### config.mk
export PLATFORM = sky130hd
export DESIGN_NAME = layer_output_serializer
export DESIGN_NICKNAME = d
export VERILOG_FILES = /design/src/rtl/nn_pkg.sv /design/src/rtl/layer_output_serializer.sv
export SDC_FILE = /design/constraint.sdc
export NUM_CORES = 1
export LEC_CHECK = 0
export BUFFER_PORTS_ARGS = -buffer_cell sky130_fd_sc_hd__buf_4
export CAP_MARGIN = 20
export CORE_MARGIN = 2
export CORE_UTILIZATION = 45
export DETAILED_ROUTE_END_ITERATION = 7
export PLACE_DENSITY = 0.68
export SKIP_LAST_GASP = 1
export SYNTH_ARGS = -nofsm -noshare
export SYNTH_HDL_FRONTEND = slang
export SYNTH_SLANG_ARGS = --single-unit
### constraint.sdc
create_clock -name clk -period 5.6 [get_ports clk]
set_input_delay 1.12 -clock clk [delete_from_list [all_inputs] [get_ports clk]]
set_output_delay 1.12 -clock clk [all_outputs]
set_load 0.03 [all_outputs]
### src/rtl/nn_pkg.sv
// Shared definitions for the neural-network layer datapath.
// Holds the serializer state encoding and the default layer dimensions.
package nn_pkg;

  localparam int NN_DEFAULT         = 30;
  localparam int DATA_WIDTH_DEFAULT = 16;

  typedef enum logic {
    IDLE  = 1'b0,
    SHIFT = 1'b1
  } state_t;

endpackage

### src/rtl/layer_output_serializer.sv
// Captures one parallel vector of neuron outputs and streams it word by word
// to the next layer, with ready/valid backpressure and sticky error flags.
module layer_output_serializer
  import nn_pkg::*;
#(
  parameter int NN        = NN_DEFAULT,
  parameter int dataWidth = DATA_WIDTH_DEFAULT
) (
  input  logic                      clk,
  input  logic                      rst,
  input  logic [NN-1:0]             i_valid,
  input  logic [NN*dataWidth-1:0]   i_data,
  input  logic                      o_ready,
  output logic                      o_valid,
  output logic [dataWidth-1:0]      o_data,
  output logic                      o_last,
  output logic                      busy,
  output logic                      err_overrun,
  output logic                      err_partial
);

  localparam int              IdxW    = (NN > 1) ? $clog2(NN) : 1;
  localparam logic [IdxW-1:0] LastIdx = IdxW'(NN - 1);

  state_t               state_q, state_d;
  logic [IdxW-1:0]      idx_q, idx_d;
  logic [dataWidth-1:0] buf_q [NN];
  logic [dataWidth-1:0] buf_d [NN];
  logic                 o_valid_q, o_valid_d;
  logic [dataWidth-1:0] o_data_q, o_data_d;
  logic                 o_last_q, o_last_d;
  logic                 overrun_q, overrun_d;
  logic                 partial_q, partial_d;
  logic                 trigger;
  logic                 xfer;
  logic                 capture;

  // A new vector is accepted when idle, or exactly as the final word leaves.
  always_comb begin
    trigger   = i_valid[0];
    xfer      = (state_q == SHIFT) && o_ready;
    capture   = trigger && ((state_q == IDLE) || (xfer && (idx_q == LastIdx)));
    state_d   = state_q;
    idx_d     = idx_q;
    buf_d     = buf_q;
    overrun_d = overrun_q;
    partial_d = partial_q;

    if (capture) begin
      for (int k = 0; k < NN; k++) begin
        buf_d[k] = i_data[k*dataWidth +: dataWidth];
      end
      idx_d   = '0;
      state_d = SHIFT;
      if (i_valid != '1) begin
        partial_d = 1'b1;
      end
    end else begin
      if (trigger) begin
        overrun_d = 1'b1;
      end
      if (xfer) begin
        if (idx_q == LastIdx) begin
          state_d = IDLE;
          idx_d   = '0;
        end else begin
          idx_d = idx_q + 1'b1;
        end
      end
    end

    // Outputs are registered from next-state so they line up with state_q.
    o_valid_d = (state_d == SHIFT);
    o_last_d  = (state_d == SHIFT) && (idx_d == LastIdx);
    o_data_d  = o_valid_d ? buf_d[idx_d] : '0;
  end

  always_ff @(posedge clk or negedge rst) begin
    if (!rst) begin
      state_q   <= IDLE;
      idx_q     <= '0;
      for (int k = 0; k < NN; k++) begin
        buf_q[k] <= '0;
      end
      o_valid_q <= 1'b0;
      o_data_q  <= '0;
      o_last_q  <= 1'b0;
      overrun_q <= 1'b0;
      partial_q <= 1'b0;
    end else begin
      state_q   <= state_d;
      idx_q     <= idx_d;
      buf_q     <= buf_d;
      o_valid_q <= o_valid_d;
      o_data_q  <= o_data_d;
      o_last_q  <= o_last_d;
      overrun_q <= overrun_d;
      partial_q <= partial_d;
    end
  end

  assign o_valid     = o_valid_q;
  assign o_data      = o_data_q;
  assign o_last      = o_last_q;
  assign busy        = o_valid_q;
  assign err_overrun = overrun_q;
  assign err_partial = partial_q;

endmodule

## Word level (Yosys, flattened, before mapping)

Cells that the tools add are included.

- Register bits after elaboration: 505
- Output and inout bits: 21
- Word-level logic and storage cells: 62
- Input port bits: 513

- Equality and inequality tests: 3
- Bitwise operators: 3
- Order comparisons: 1
- Add/subtract/negate cells: 1
- Reduce and logical (&&, ||, !) cells: 7
- Multiplexer cells: 11

Operators with widths:

| cell | count |
|---|---|
| $mux 480 | 1 |
| $bmux 16 s5 | 1 |
| $mux 16 | 3 |
| $ne 30x30->1 const B | 1 |
| $mux 5 | 3 |
| $eq 5x5->1 const B | 2 |
| $ge 6x6->1 const B | 1 |
| $not 5->6 | 1 |
| $add 5x1->5 const B | 1 |
| $logic_and 1x1->1 | 4 |
| $reduce_and 2->1 | 2 |
| $mux 1 | 3 |
| $not 1->1 | 2 |
| $logic_or 1x1->1 | 1 |

## Logic depth before layout (Yosys ltp)

Gate-level depths: netlist of run 1.

- Depth after elaboration: 10
- Mapped depth: 14
- Mapped depth without buffers: 10

## Worst setup path before layout of run 1

No wires, ideal clock.

- Kind: input port to flip-flop
- Start point: input i_valid[0]
- End point: register o_data_q[7], in the netlist o_data[7]
- Data required time: 5.480 ns
- Data arrival time: 2.949 ns
- Stages on the path: 9
- Setup time: 0.120 ns
- Slack: 2.530 ns
- Path buffers: 3
- Cells stage by stage: buf_2 -> mux2i_2 -> a22oi_4 -> buf_2 -> buf_1 -> nand3_1 -> a2111oi_0 -> nor4_1 -> o211a_1

- Cells in the longest elaborated chain, start to end: 7

Ends and longest elaborated chain:

| item | RTL line | RTL |
|---|---|---|
| from (decl) | layer_output_serializer.sv:11 | `input logic [NN-1:0] i_valid,` |
| $logic_and 1x1->1 (*) | layer_output_serializer.sv:42 | `capture = trigger && ((state_q == IDLE) \|\| (xfer && (idx_q == LastIdx)));` |
| $mux 5 | layer_output_serializer.sv:49 | `if (capture) begin` |
| $not 5->6 (implied by the code) | layer_output_serializer.sv:75 | `o_data_d = o_valid_d ? buf_d[idx_d] : '0;` |
| $bmux 16 s5 | layer_output_serializer.sv:75 |  |
| $mux 16 (implied by the code) (2 in series) | layer_output_serializer.sv:75 |  |
| $mux 16 (*) | layer_output_serializer.sv:75 |  |
| net o_data_d[7] | layer_output_serializer.sv:30 | `logic [dataWidth-1:0] o_data_q, o_data_d;` |
| to (signal assigned) | layer_output_serializer.sv:95 | `o_data_q <= o_data_d;` |
| to (decl) | layer_output_serializer.sv:30 |  |

Mark *: on every way through the listed nets, which the timed path passes. The rest lies on a longest branch. The select of a mux whose other input is x is not followed.
A chain may end at the register's enable or synchronous reset.

## Worst setup path in the final report of run 1

- Start point: register idx_q[1]
- End point: register o_data_q[8], in the netlist o_data[8]

- Cells in the longest elaborated chain, start to end: 10

Ends and longest elaborated chain:

| item | RTL line | RTL |
|---|---|---|
| from (decl) | layer_output_serializer.sv:26 | `logic [IdxW-1:0] idx_q, idx_d;` |
| from (signal assigned) | layer_output_serializer.sv:92 | `idx_q <= idx_d;` |
| parallel branches: the longest is 9 deep, another holds $add 5x1->5 | -- |  |
| $mux 16 (*) | layer_output_serializer.sv:75 |  |
| net o_data_d[8] | layer_output_serializer.sv:30 |  |

Mark *: on every way through the listed nets, which the timed path passes. The select of a mux whose other input is x is not followed.

==> run_results.csv, run 1 <==
group,metric,value,unit
run_status,outcome,"finished clean",
route,drc_errors,0,
finish,drive_gt1_share,26.9,%
finish,fin_area,29800,um2
finish,final_cell_count_no_fill,3784,
placement,port-buffer-count,533,
synth,synth_top_area_share,53.8,%
clock_network,clock_path_buffers,3,
die,die_area,54000,um2
global_routing,globalRouteTotalUtil,34.4,%
finish,nets,3573,
clock_network,cts_tree,"built",
global_routing,grt_pass1_vias,21400,
timing,min_period_over_period,73.3,%
placement,gp_congestion,0.924,
timing,skew,0.0226,ns
hold_path,min_from,"buf_q[118]",
synth,synth-edff-count,0,
route,antenna_left,0,
die,dieHeight,232,um
power,internal_power,10400,uW
clock_network,cts-root-buf,"clkbuf_16",
synth,ys_warn_count,0,
power,powerDensity,591,nW/um2
finish,multi_input_area,9890,um2
synth,async_flop_share,100,%
setup_path,r2r-end,"o_data[8]",
die,start_util,45.7,%
timing,worst_pin_slew,1.00,ns
die,fp-row-count,83,
synth,synth.distinct_cells,84,
timing,rsz0062_at_grt,"false",
clock_network,h-tree-depth,2,
route,drt_iter0_drc,2013,
timing,maxSlewViolCount,0,
clock_network,cts.sinks,505,
synth,synth_cells,2599,
job,cap_violations,0,
route,vias,21300,
route,vias_per_cell,5.63,
setup_path,crit_path_end,"o_data[8]",
power,power_frac_seq,36.6,%
setup_path,cp_max_fo,55,
power,peakVddDrop,0.302,mV
global_routing,grt_antenna_before_repair,4,
clock_network,cts_made_buffers,54,
die,ios,534,
synth,syn-num-nets,3114,
route,wl_per_cell,24.6,um
die,fp.dieW,232,um
timing,finalSetupTns,0,ns
synth,ys_top_cells_by_area,"dfrtp_1 (54%), nand2_1 (20%), mux2_2 (5.7%)",
setup_path,reg2reg_depth,9,
placement,dp_hpwl,67900,um
power,clock_power_share,21.4,%
clock_network,post-cts-setup-buffers,0,
hold_path,hp-class,"register to register",
timing,slew_headroom,32.9,%
timing,setup_viol,0,
power,p_switching,7270,uW
power,share_comb_of_total_power,41.9,%
die,coreArea,51400,um2
finish,fin_util,58.0,%
global_routing,grt_pass1_wl,136000,um
route,first_pass_iters,6,
setup_path,criticalPathCategory,"register to register",
clock_network,clkTransAtPathRegs,0.07,ns
setup_path,end_kind,"register",
timing,hold_violations,0,
setup_path,startpoint_type,"register",
setup_path,cp.arrival,4.57,ns
setup_path,r2r-start,"idx_q[1]",
synth,synth_area,23500,um2
setup_path,rrSetupSlack,1.50,ns
synth,synth.yosys.seq_area_share,53.8,%
power,sw_frac_of_total,41.2,%
synth,synth_ff_type,"dfrtp_1",
global_routing,grt_start_max_net_pins,137,
clock_network,insertion_delay,0.62,ns
route,wl,93100,um
clock_network,ctsHoldBuffers,0,
finish,fillers,4562,
finish,seqCellArea,12600,um2
clock_network,cts_resized,0,
placement,placed_area,27900,um2
setup_path,required,6.07,ns
synth,synth_area_leader_cell,"dfrtp_1",
synth,ys_ff_latch,505,
power,power.leakage,0.0151,uW
synth,syn_avg_cell_area,9.03,um2
placement,place_inst,3681,
timing,hold_ws,0.462,ns
finish,syn2layout_area_growth,27.1,%
global_routing,overflow,0,
setup_path,crit_path_start,"idx_q[1]",
timing,fmaxAchievable,244,MHz
timing,period_minus_slack,4.10,ns
## cell usage after synthesis (5+ instances only)
| library cell | instances |
|---|---|
| o2bb2ai_1 | 11 |
| a31oi_1 | 32 |
| a21bo_2 | 7 |
| buf_6 | 5 |
| nand2b_1 | 10 |
| buf_1 | 10 |
| a221oi_1 | 11 |
| dfrtp_1 | 505 |
| nand4_1 | 13 |
| nand3_1 | 39 |
| or2_2 | 5 |
| and3_1 | 19 |
| o211a_1 | 10 |
| inv_1 | 15 |
| nor2_1 | 50 |
| and2_1 | 8 |
| nor3_1 | 11 |
| o21ai_0 | 36 |
| a211oi_1 | 17 |
| o311a_1 | 6 |
| o211ai_1 | 21 |
| a21oi_1 | 44 |
| mux2_2 | 119 |
| nand2_1 | 1233 |
| buf_2 | 91 |
| mux2i_1 | 33 |
| clkbuf_1 | 44 |
| buf_4 | 25 |
| o221ai_1 | 9 |
| o22ai_1 | 17 |
| a211o_1 | 14 |
| a2bb2oi_1 | 5 |
| o311ai_0 | 5 |
| mux4_2 | 5 |
| a311oi_1 | 9 |
| nor4_1 | 17 |
## power groups by stage
stage	sequential (uW)	combinational, uW	clock [uW]
floorplan	6240	4490	0
global placement	6450	7100	0
detailed placement	6490	7240	0
CTS	6440	7280	3820
global route	6640	7970	3970
finish	6460	7400	3780
## state kept, by name, summed over array words and instances, names as in the netlist
name	flops
buf_q	480
o_data	16
idx_q	5
busy	1
err_overrun	1
err_partial	1
o_last	1
## per-layer routing
metal | share of wire [%] | GRT usage, % | wire [um] | vias up
met5 | 0.042 | 0 | 39 | -
met4 | 4.8 | 15.6 | 4450 | 6
met3 | 8.5 | 7.61 | 7960 | 193
met2 | 46 | 53.9 | 43200 | 1031
met1 | 40 | 45.8 | 37500 | 10500
li1 | - | - | - | 9555
## layout by cell type (no fill, tap or decap), drive strengths merged, types with 7 or more instances in the layout
master	instances
a211oi	17
o211a	10
nand4	14
nand3	39
a21bo	7
buf	578
nand2	1235
a311oi	9
nor2	52
a31oi	33
and3	19
nor4	17
o221ai	9
mux2	120
clkinv	18
nand2b	10
o211ai	21
nor3	12
inv	20
o22ai	17
a221oi	11
a211o	14
dfrtp	505
and2	10
a21oi	44
clkbuf	72
o2bb2ai	11
o21ai	38
mux2i	34
## worst min path at each step
stage / slack [ns] / cells after the start / to
final: 0.46 / 2 / buf_q[118]
after detailed placement: 0.45 / 2 / buf_q[262]
after floorplan: 0.43 / 2 / buf_q[24]
after global placement: 0.44 / 2 / buf_q[29]
after CTS: 0.46 / 2 / buf_q[262]
after global routing: 0.48 / 2 / buf_q[76]
## critical path, cell delays in order (launching register included)
cell and delay, ns:
dfrtp_1 0.48, inv_1 0.09, ha_1 0.23, and4_1 0.46, a2bb2oi_4 0.22, buf_4 0.55
buf_4 0.67, mux4_2 0.43, o31ai_1 0.65, a2111oi_2 0.12
## cells by family after synthesis
logic type	synth area share, %
AO/OA/AOI/OAI	9.92
adder cells (fa/ha/maj)	0.107
XOR/XNOR	0.0746
flip-flops	53.8
AND/OR/NAND/NOR	24.2
multiplexers	7.70
buffers and inverters	4.15
## layout make-up
class	count	area share, %
Tap cell	680	2.85
Multi-Input combinational cell	1900	33.2
Sequential cell	505	42.4
Inverter	19	0.264
Antenna cell	1	0.00839
Clock buffer	72	5.30
Timing Repair Buffer	578	15.1
Clock inverter	29	1.01
## metrics by stage
step,power (uW),setup slack (ns)
2_1_floorplan,10700,2.53
3_3_place_gp,13600,1.28
3_5_place_dp,13700,1.29
4_1_cts,17500,1.60
5_1_grt,18600,1.42
6_report,17600,1.50
No activity file was read; power rests on OpenSTA's default activity.
==> inputs of run 2 (changes only) <==
PLACE_DENSITY = 0.71   (was 0.68)
clock period = 3.7 ns   (was 5.6 ns; I/O delays follow)
==> run_results.csv, run 2 (same netlist as run 1, synthesis figures left out) <==
group,metric,value,unit
clock_network,cts_made_buffers,54,
global_routing,globalRouteTotalUtil,34.7,%
clock_network,clkTransAtPathRegs,0.07,ns
route,vias,21700,
setup_path,required,4.22,ns
finish,fillers,4563,
die,fp.dieW,232,um
timing,finalSetupTns,0,ns
route,vias_per_cell,5.67,
finish,largest_reg_flops,480,
die,coreArea,51400,um2
finish,drive_gt1_share,28.0,%
timing,setup_slack,0.170,ns
finish,nets,3624,
finish,seqCellArea,12600,um2
route,drc_errors,0,
setup_path,r2r-start,"idx_q[0]",
setup_path,crit_path_start,"idx_q[0]",
global_routing,grt_pass1_vias,21900,
clock_network,ctsHoldBuffers,0,
route,antenna_left,0,
timing,min_period_over_period,95.4,%
setup_path,crit_path_end,"o_data[14]",
clock_network,h-tree-depth,2,
global_routing,grt_start_max_net_pins,112,
placement,dpl_worst_slack,0.0671,ns
timing,setup_viol,0,
clock_network,cts.sinks,505,
die,dieHeight,232,um
clock_network,cts_resized,0,
setup_path,cp.arrival,4.05,ns
timing,period_minus_slack,3.53,ns
die,die_area,54000,um2
setup_path,rrSetupSlack,0.17,ns
setup_path,cp_slowest_cell,"dfrtp_1",
global_routing,grt_antenna_before_repair,4,
power,power.leakage,0.0154,uW
route,drt_iter0_drc,2155,
timing,maxSlewViolCount,0,
clock_network,post-cts-setup-buffers,0,
setup_path,cp_slowest_stage_delay,0.54,ns
finish,layout_commonest_cell,"nand2_1",
finish,layout_common_cells,"nand2_1 (1232), buf_4 (606), dfrtp_1 (505)",
timing,hold_violations,0,
run_status,outcome,"finished clean",
timing,worst_pin_slew,0.911,ns
route,wl,93700,um
job,cap_violations,0,
finish,fin_util,59.0,%
setup_path,cp_cell_sequence,"ha_1 > and4_1 > a2bb2oi_4 > buf_4 > buf_4 > o22ai_1 > a211oi_1 > a21oi_1 > a221oi_1",
placement,gp_congestion,0.986,
power,peakVddDrop,0.470,mV
clock_network,clock_path_buffers,3,
route,first_pass_iters,6,
timing,slew_headroom,39.3,%
timing,rsz0062_at_grt,"false",
finish,top_register,"buf_q",
setup_path,cp_max_fo,45,
route,wl_per_cell,24.4,um
finish,syn2layout_area_growth,29.3,%
clock_network,insertion_delay,0.63,ns
placement,dp_hpwl,70400,um
global_routing,overflow,0,
setup_path,startpoint_type,"register",
global_routing,grt_pass1_wl,138000,um
setup_path,end_kind,"register",
timing,fmaxAchievable,283,MHz
die,fp-row-count,83,
die,start_util,45.7,%
setup_path,r2r-end,"o_data[14]",
setup_path,reg2reg_depth,9,
placement,port-buffer-count,533,
setup_path,worst_path_most_repeated_cell,"buf_4",
setup_path,criticalPathCategory,"register to register",
power,powerDensity,890,nW/um2
clock_network,cts-root-buf,"clkbuf_16",
timing,skew,0.0298,ns
die,ios,534,
hold_path,hp-class,"primary input to asynchronous set/reset pin",
clock_network,cts_tree,"built",
finish,multi_input_area,9900,um2
power,power,27000,uW
[run 2: changes by cell type in the layout (fill, tap and decap cells not counted), moves of 2 or more]
cell and change:
buf_4 +40, bufinv_16 +2, clkinv_4 -2, clkbuf_1 +4, buf_12 +12, clkinvlp_4 -2
clkbuf_8 -3
[run 2: worst min path at each step]
stage                              to  slack, ns  cells past startpoint
final                      buf_q[449]       0.17                      1
after global routing       buf_q[397]       0.23                      1
after CTS                  buf_q[357]       0.20                      1
after detailed placement   buf_q[121]       0.45                      2
after global placement    err_overrun       0.44                      1
after floorplan             buf_q[24]       0.43                      2
[run 2: area by class of cell]
| cell class | instances | share of cell area, % |
|---|---|---|
| Antenna cell | 1 | 0.00824 |
| Clock buffer | 72 | 5.04 |
| Clock inverter | 29 | 1.15 |
| Inverter | 19 | 0.260 |
| Multi-Input combinational cell | 1900 | 32.6 |
| Sequential cell | 505 | 41.6 |
| Tap cell | 680 | 2.80 |
| Timing Repair Buffer | 629 | 16.5 |
[run 2: routing by layer]
layer | vias to the layer above | track usage (%) | wire length [um]
met5 | - | 0 | 11
met2 | 1175 | 53.8 | 43000
met4 | 2 | 14.7 | 3970
met1 | 10700 | 47.1 | 37400
li1 | 9655 | - | -
met3 | 206 | 7.55 | 9310
[run 2: through the flow]
stage / instances / hold slack, ns / area [um2]
after floorplan: 2599 / 0.429 / 23500
after global placement: 3733 / 0.442 / 28500
after detailed placement: 3733 / 0.450 / 28500
after CTS: 3834 / 0.200 / 30300
after global routing: 3835 / 0.226 / 30400
final: 3835 / 0.168 / 30400
[run 2: power by group]
part / switching [uW] / internal (uW)
Sequential: 1450 / 8330
Combinational: 7160 / 4310
Clock: 2360 / 3390
[run 2: worst max-delay path: cells and delay by family (launching register included)]
kind	cells	cell delay, ns
compound gates	5	1.43
flops	1	0.54
buf+inv	2	0.68
fa+ha+maj	1	0.28
simple gates	1	0.48
==> inputs of run 3 (changes only) <==
CORE_ASPECT_RATIO = 1.2   (was default)
CTS_BUF_LIST = sky130_fd_sc_hd__clkbuf_4   (was default)
==> run_results.csv, run 3 (same netlist as run 1, synthesis figures left out) <==
group,metric,value,unit
power,p_switching,10900,uW
hold_path,holdPathStages,3,
job,cap_violations,0,
finish,fin_area,30300,um2
global_routing,overflow,0,
route,vias_per_cell,5.53,
die,die_area,54000,um2
setup_path,rrSetupSlack,0.18,ns
clock_network,h-tree-depth,4,
power,sw_frac_of_total,41.6,%
setup_path,startpoint_type,"register",
run_status,outcome,"finished clean",
power,internal_power,15300,uW
setup_path,reg2reg_depth,11,
timing,hold_violations,0,
finish,largest_reg_flops,480,
clock_network,cts-root-buf,"clkbuf_4",
finish,top_register,"buf_q",
power,powerDensity,866,nW/um2
setup_path,cp_max_fo,45,
clock_network,clkTransAtPathRegs,0.06,ns
hold_path,min_to,"buf_q[137]",
timing,maxSlewViolCount,0,
die,start_util,45.6,%
global_routing,grt_antenna_before_repair,6,
clock_network,cts.sinks,505,
timing,rsz0062_at_grt,"false",
finish,nets,3719,
setup_path,cp.arrival,4.33,ns
finish,fin_util,58.9,%
route,drc_errors,0,
timing,finalSetupTns,0,ns
setup_path,r2r-end,"o_data[9]",
timing,worst_pin_slew,0.940,ns
power,power_frac_seq,37.0,%
route,wl,93100,um
finish,layout_commonest_cell,"nand2_1",
power,share_comb_of_total_power,44.4,%
power,power.leakage,0.0155,uW
finish,syn2layout_area_growth,29.1,%
hold_path,min_from,"i_data[345]",
finish,layout_common_cells,"nand2_1 (1233), buf_4 (620), dfrtp_1 (505)",
die,fp.dieW,213,um
finish,fillers,4648,
global_routing,grt_pass1_vias,22900,
placement,placed_area,28600,um2
placement,gp_congestion,0.953,
die,fp-row-count,91,
route,first_pass_iters,6,
route,vias,22100,
setup_path,criticalPathCategory,"register to register",
hold_path,hp-class,"primary input to register",
timing,min_period_over_period,95.1,%
power,peakVddDrop,0.455,mV
timing,fmaxAchievable,284,MHz
finish,drive_gt1_share,30.4,%
clock_network,cts_tree,"built",
clock_network,cts_made_buffers,132,
timing,skew,0.0492,ns
route,antenna_left,0,
timing,period_minus_slack,3.52,ns
power,power,26200,uW
placement,port-buffer-count,533,
die,coreArea,51500,um2
setup_path,end_kind,"register",
power,clock_power_share,18.6,%
setup_path,required,4.51,ns
placement,dp_hpwl,69900,um
global_routing,globalRouteTotalUtil,34.6,%
timing,slew_headroom,37.3,%
timing,setup_viol,0,
clock_network,clock_path_buffers,3,
die,ios,534,
clock_network,insertion_delay,0.90,ns
setup_path,r2r-start,"idx_q[1]",
die,dieHeight,254,um
route,wl_per_cell,23.3,um
route,drt_iter0_drc,2225,
clock_network,post-cts-setup-buffers,0,
global_routing,grt_start_max_net_pins,87,
global_routing,grt_pass1_wl,138000,um
[run 3: changes by cell type in the layout (fill, tap and decap cells not counted), moves of 5 or more]
cell	previous run	this run
inv_2	2	7
clkbuf_8	11	0
clkinv_2	15	1
clkinv_1	1	31
clkbuf_1	7	0
clkbuf_4	0	188
clkbuf_16	54	0
buf_4	606	620
[run 3: worst max path at each step]
stage	slack [ns]	cells after the start	from	to
after global placement	-0.07	10	idx_q[1]	o_data[7]
final	0.18	11	idx_q[1]	o_data[9]
after global routing	0.04	11	idx_q[1]	o_data[9]
after CTS	0.14	11	idx_q[1]	o_data[2]
after detailed placement	-0.05	10	idx_q[1]	o_data[7]
after floorplan	1.01	9	i_valid[0]	o_data[7]
[run 3: critical path, stage by stage, from the launching register on]
cell      delay, ns
dfrtp_1        0.46
inv_1          0.09
ha_1           0.21
nand4_4        0.17
o21ai_4        0.63
buf_4          0.26
buf_12         0.23
mux2i_1        0.14
a222oi_1       0.61
o211ai_1       0.15
o211ai_1       0.23
and3_1         0.22
[run 3: what timing repair did]
action                                  CTS  global route
endpoints found under the setup margin    1             1
endpoints found under the hold margin    70             0
gates resized for setup                   1             1
hold buffers                              1             0
[run 3: power groups by stage]
stage	sequential (uW)	clock [uW]	combinational [uW]
3_3_place_gp	9660	0	11200
6_report	9700	4890	11600
5_1_grt	9970	5260	12500
2_1_floorplan	9440	0	6800
3_5_place_dp	9760	0	11400
4_1_cts	9680	4940	11500
[run 3: layer usage]
layer | up-vias | part of all wire [%] | track usage, %
met3 | 255 | 7.9 | 6.91
met1 | 10800 | 38 | 42.9
met5 | - | 0.026 | 0
met2 | 1103 | 48 | 55.3
met4 | 4 | 6.4 | 22.5
li1 | 9944 | - | -
[run 3: layout make-up]
| type | instances | area (um2) | share of cell area [%] |
|---|---|---|---|
| inverter | 19 | 78.8 | 0.260 |
| sequential | 505 | 12600 | 41.7 |
| tap | 697 | 872 | 2.88 |
| multi-input combinational | 1900 | 9910 | 32.7 |
| timing repair buffer | 646 | 5160 | 17.0 |
| clock buffer | 188 | 1410 | 4.66 |
| clock inverter | 40 | 234 | 0.772 |
| antenna | 4 | 10.0 | 0.0330 |
[run 3: stage by stage]
step | setup WS, ns | std cells | hold WS (ns)
after global placement | -0.0694 | 3766 | 0.444
after floorplan | 1.01 | 2599 | 0.429
final | 0.180 | 3999 | 0.0418
after detailed placement | -0.0516 | 3766 | 0.447
after global routing | 0.0411 | 3999 | 0.0268
after CTS | 0.137 | 3995 | 0.000895
